File: src/rtl/frame_ser_pkg.sv
// Shared types and sizing helpers for the frame serializer.
package frame_ser_pkg;

    // Two-state FSM, kept as plain logic constants for older tooling.
    typedef logic [0:0] state_t;
    localparam state_t ST_IDLE  = 1'b0;
    localparam state_t ST_SHIFT = 1'b1;

    // Bits per frame: all channel samples plus the optional parity bit.
    function automatic int frame_len(input int data_w, input int n_ch, input int parity_en);
        return data_w * n_ch + parity_en;
    endfunction

    // Width of the bit counter; never below one bit.
    function automatic int cnt_w(input int len);
        return (len > 1) ? $clog2(len) : 1;
    endfunction

endpackage

File: src/rtl/frame_ser_parity.sv
// Even parity over the packed sample set.
module frame_ser_parity #(
    parameter int W = 44
) (
    input  logic [W-1:0] data,
    output logic         parity
);

    assign parity = ^data;

endmodule

File: src/rtl/frame_serializer_mc.sv
// Multi-channel frame serializer: packs N_CH samples (plus even parity)
// into one serial frame with a sync pulse on the first bit.
module frame_serializer_mc
    import frame_ser_pkg::*;
#(
    parameter int DATA_W    = 22,
    parameter int N_CH      = 2,
    parameter int PARITY_EN = 1
) (
    input  logic                   clk,
    input  logic                   rst_b,
    input  logic [N_CH*DATA_W-1:0] data_i,
    input  logic                   valid_i,
    input  logic                   msb_first_i,
    output logic                   ready_o,
    output logic                   data_o,
    output logic                   frame_sync_o,
    output logic                   overrun_o
);

    localparam int NW        = N_CH * DATA_W;
    localparam int FRAME_LEN = frame_len(DATA_W, N_CH, PARITY_EN);
    localparam int CW        = cnt_w(FRAME_LEN);
    localparam logic [CW-1:0] LAST = CW'(FRAME_LEN - 1);

    state_t                 state_q;
    logic [CW-1:0]          cnt_q;
    logic [FRAME_LEN-1:0]   frame_q;    // bits still to send, next one in bit 0
    logic [FRAME_LEN-1:0]   frame_lin;  // incoming frame in transmission order
    logic [NW-1:0]          data_ord;
    logic                   valid_q;
    logic                   accept;

    assign ready_o = (state_q == ST_IDLE) || (cnt_q == LAST);
    assign accept  = valid_i && ready_o;

    // Reorder the incoming samples into transmission order so the frame
    // register only ever shifts right; bit order is resolved at accept.
    always_comb begin
        data_ord = '0;
        for (int ch = 0; ch < N_CH; ch++) begin
            for (int b = 0; b < DATA_W; b++) begin
                data_ord[ch*DATA_W + b] = msb_first_i ? data_i[ch*DATA_W + DATA_W - 1 - b]
                                                      : data_i[ch*DATA_W + b];
            end
        end
    end

    // Parity bit rides on top of the data so it is sent last.
    generate
        if (PARITY_EN != 0) begin : g_par
            logic par;
            frame_ser_parity #(.W(NW)) u_parity (
                .data   (data_i),
                .parity (par)
            );
            assign frame_lin = {par, data_ord};
        end else begin : g_nopar
            assign frame_lin = data_ord;
        end
    endgenerate

    // FSM, bit counter and output shift register. cnt_q tracks the index of
    // the bit currently on data_o; an accept on the last bit chains frames.
    always_ff @(posedge clk or negedge rst_b) begin
        if (!rst_b) begin
            state_q      <= ST_IDLE;
            cnt_q        <= '0;
            frame_q      <= '0;
            data_o       <= 1'b0;
            frame_sync_o <= 1'b0;
        end else begin
            frame_sync_o <= 1'b0;
            if (accept) begin
                state_q      <= ST_SHIFT;
                cnt_q        <= '0;
                frame_q      <= frame_lin >> 1;
                data_o       <= frame_lin[0];
                frame_sync_o <= 1'b1;
            end else if (state_q == ST_SHIFT) begin
                if (cnt_q == LAST) begin
                    state_q <= ST_IDLE;
                    cnt_q   <= '0;
                    data_o  <= 1'b0;
                end else begin
                    cnt_q   <= cnt_q + CW'(1);
                    data_o  <= frame_q[0];
                    frame_q <= frame_q >> 1;
                end
            end
        end
    end

    // Overrun flags a newly asserted valid_i that cannot be taken. A valid_i
    // held high is one sample set waiting for the next accept slot, so it is
    // not counted again every busy cycle.
    always_ff @(posedge clk or negedge rst_b) begin
        if (!rst_b) begin
            valid_q   <= 1'b0;
            overrun_o <= 1'b0;
        end else begin
            valid_q   <= valid_i;
            overrun_o <= valid_i && !valid_q && !ready_o;
        end
    end

endmodule
File: config.mk
export PLATFORM = sky130hd
export DESIGN_NAME = frame_serializer_mc
export DESIGN_NICKNAME = d
export VERILOG_FILES = /design/src/rtl/frame_ser_pkg.sv /design/src/rtl/frame_ser_parity.sv /design/src/rtl/frame_serializer_mc.sv
export SDC_FILE = /design/constraint.sdc
export NUM_CORES = 1
export LEC_CHECK = 0
export CELL_PAD_IN_SITES_DETAIL_PLACEMENT = 0
export CELL_PAD_IN_SITES_GLOBAL_PLACEMENT = 2
export CORE_MARGIN = 2
export CORE_UTILIZATION = 36
export DETAILED_ROUTE_END_ITERATION = 7
export PLACE_DENSITY = 0.85
export SYNTH_ARGS = -nofsm -noshare
export SYNTH_HDL_FRONTEND = slang
export SYNTH_HIERARCHICAL = 1
export SYNTH_SLANG_ARGS = --single-unit
File: constraint.sdc
create_clock -name clk -period 2.06 [get_ports clk]
set_clock_uncertainty 0.05 [all_clocks]
set_input_delay 0.206 -clock clk [delete_from_list [all_inputs] [get_ports clk]]
set_output_delay 0.206 -clock clk [all_outputs]
set_load 0.02 [all_outputs]
==> flow_metrics.env <==
export IMPL_status="finished, final reports clean"
export IMPL_critPathTopFamily="XOR/XNOR gates"
export IMPL_grt_antenna_before_repair=0
export IMPL_placed_cells=545
export IMPL_routed_via_count=2595
export IMPL_clock_insertion_delay_worst_skew_ns=0.30
export IMPL_clkSlewWorstSetupHoldPaths_ns=0.10
export IMPL_rel_slew_slack=0.693
export IMPL_drt_pass1_iterations=4
export IMPL_global_route_usage_total=0.151
export IMPL_num_nets_final=470
export IMPL_die_area_sq_um=10800
export IMPL_finalCritPeriodShare=0.986
export IMPL_layout_cells_sized_above_1=0.266
export IMPL_finalNonFillerCells=554
export IMPL_slew_viol_final=0
export IMPL_post_synth_num_cell_types=31
export IMPL_diodes=0
export IMPL_largest_net_degree_at_the_start_of_global_routing=48
export IMPL_ir_worst_vdd_mv=0.299
export IMPL_clockRootBuffer="clkbuf_8"
export IMPL_setup_ws_ns=0.0291
export IMPL_floorplan_die_height_um=104
export IMPL_worst_setup_path_type="primary input to flip-flop"
export IMPL_crit_chain="clkdlybuf4s50_1 > xnor2_2 > xnor2_1 > xnor2_1 > xnor2_1 > xnor3_1 > mux2_2 > and2_1"
export IMPL_utilization=0.485
export IMPL_postCtsSetupBuffers=0
export IMPL_dpl_hpwl_mm=5.71
export IMPL_fillerInstances=915
export IMPL_clk_path_buf_depth=2
export IMPL_met1_usage=0.215
export IMPL_hold_viol=0
export IMPL_route_detailed_wl_per_inst_um=14.3
export IMPL_setup_tns_final_ns=0
export IMPL_fin_worst_hold_slack_ns=0.279
export IMPL_mostFrequentLayoutCell="dfrtp_1"
export IMPL_multi_input_area_sq_um=2120
export IMPL_crit_path_end_kind="flip-flop"
export IMPL_port_buffer_count=51
export IMPL_global_route_wire_length_before_repair_mm=13.4
export IMPL_detail_route_iter0_violations=59
export IMPL_worst_path_buf_inv=1
export IMPL_final_antenna_net_count=0
export IMPL_tritoncts_clock_tree="built"
export IMPL_seq_area_sq_um=1380
export IMPL_syn_nets=382
export IMPL_yosysWarningCount=6
export IMPL_area_delta_synth_final_pct=31.4
export IMPL_cts_buffers_inserted=5
export IMPL_synth_cell_area_sq_um=3590
export IMPL_postSynthCellCount=332
export IMPL_cp_start_kind="primary input"
export IMPL_tightest_slew_ns=0.459
export IMPL_crit_slowest_cell="clkdlybuf4s50_1"
export IMPL_avgSynthCellArea_sq_um=10.8
export IMPL_initial_core_util=0.369
export IMPL_cellPowerDensity_nw_per_um2=512
export IMPL_cpMostUsedCell="xnor2_1"
export IMPL_stdcell_area_sq_um=4720
export IMPL_unrepaired_setup_endpoints_after_global_routing="false"
export IMPL_max_clock_freq_ghz=0.492
export IMPL_slowest_delay_ns=0.46
export IMPL_htreeDepth=2
export IMPL_dp_slack_ns=-0.319
export IMPL_min_cycle_time_layout_ns=2.03
export IMPL_design_core_area_sq_um=9730
export IMPL_timing_hold_worst_class="primary input to flip-flop"
export IMPL_clock_sink_count=55
export IMPL_ioPinCount=52
export IMPL_via_count_of_the_first_global_routing_pass=2626
export IMPL_die_x_um=104
export IMPL_wirelength_mm=7.90
export IMPL_placed_area_sq_um=4540
export IMPL_finalWeightedCongestion=0.791
export IMPL_layout_common_cells="dfrtp_1 (55), buf_4 (47), a21oi_1 (46)"
export IMPL_yosysSeqAreaShare=0.383
export IMPL_detail_route_drc_violations=0
export IMPL_post_drt_via_cell_ratio=4.68
export IMPL_path_max_fanout=2
export IMPL_synth_seq_cells=55
export IMPL_maximum_capacitance_violations=0
export IMPL_fp_row_count=36
export IMPL_cp_required_ns=2.21
export IMPL_worst_ep_arrival_ns=2.18
export IMPL_final_setup_viol_count=0
export IMPL_cellLeakagePower_nw=2.29
export IMPL_p_total_mw=2.42
export IMPL_global_route_peak_usage_layer="met2"
export IMPL_gr_total_overflow=0
export IMPL_grt_use_met3=0.0194
export IMPL_grt_util_met2=0.245
## what timing repair did
item,CTS,global route
pin swaps,8,14
hold buffers,1,0
gates cloned,0,0
gates resized for setup,5,18
setup endpoints to repair,2,1
endpoints found under the hold margin,18,0
## registers in the layout, summed over array words and instances (netlist names)
| name | count |
|---|---|
| cnt_q | 6 |
| frame_q | 44 |
| data_o | 1 |
| state_q | 1 |
| overrun_o | 1 |
| valid_q | 1 |
| frame_sync_o | 1 |
## path summary, 6_finish.rpt
check,startpoint,end,slack [ns],cells past startpoint
max,data_i[28],frame_q[43]$_DFFE_PN0P_,0.03,8
max reg2reg,cnt_q[4]$_DFFE_PN0P_,frame_q[33]$_DFFE_PN0P_,0.23,4
min reg2reg,valid_q$_DFF_PN0_,overrun_o$_DFF_PN0_,0.36,1
max in group asynchronous,rst_b,frame_q[38]$_DFFE_PN0P_,1.01,3
min,valid_i,valid_q$_DFF_PN0_,0.28,2
min in group asynchronous,rst_b,frame_sync_o$_DFF_PN0_,0.32,2
## Yosys cell counts, drive strengths merged
| cell | count | area share |
|---|---|---|
| mux2 | 44 | 0.18 |
| or4 | 1 | 0.0021 |
| o211ai | 1 | 0.0021 |
| and4b | 1 | 0.0028 |
| nor2 | 45 | 0.047 |
| a32o | 1 | 0.0028 |
| nor2b | 1 | 0.0017 |
| a21oi | 46 | 0.064 |
| ha | 2 | 0.0070 |
| and2 | 2 | 0.0035 |
| nand3b | 1 | 0.0021 |
| o22ai | 1 | 0.0017 |
| a211o | 1 | 0.0024 |
| nand2b | 2 | 0.0035 |
| buf | 13 | 0.028 |
| a221o | 1 | 0.0028 |
| dfrtp | 55 | 0.38 |
| xnor3 | 1 | 0.0063 |
| clkbuf | 8 | 0.0084 |
| mux2i | 44 | 0.12 |
| o21ai | 3 | 0.0042 |
| xnor2 | 37 | 0.090 |
| a21o | 1 | 0.0021 |
| nand3 | 4 | 0.0056 |
| nor3b | 1 | 0.0021 |
| nand2 | 6 | 0.0063 |
| inv | 4 | 0.0042 |
| xor2 | 5 | 0.012 |
## kinds of logic after synthesis
logic type,synth area share
adder cells (fa/ha/maj),0.00696
buffers and inverters,0.0407
AND/OR/NAND/NOR,0.0766
AO/OA/AOI/OAI,0.0821
multiplexers,0.302
XOR/XNOR,0.109
flip-flops,0.383
## cell type report
type | instances | share of cell area
multi-input cells | 252 | 0.449
well taps | 133 | 0.0352
flip-flops and latches | 55 | 0.291
inverters | 4 | 0.00318
clock inverters | 1 | 0.00159
clock buffers | 7 | 0.0204
repair buffers | 102 | 0.200
## power breakdown
group          switching, mW  internal (mW)
logic                  0.284          0.397
registers           0.000446           1.08
clock network          0.351          0.307
total                  0.635           1.78
## worst reg2reg max path: cells and delay by family (launching register included)
kind | cells | cell delay, ns
AND/OR/NAND/NOR | 1 | 0.34
flip-flops | 1 | 0.40
buffers and inverters | 1 | 0.35
AO/OA/AOI/OAI | 1 | 0.21
multiplexers | 1 | 0.38
## layer usage
layer  share of wire  vias up  wire (um)
met4          0.0066        0         52
met1            0.49     1231       3880
li1                -     1332          -
met3           0.020        4        158
met5               0        -          0
met2            0.48       28       3810
Note: power is estimated with default switching activity, not from simulation.
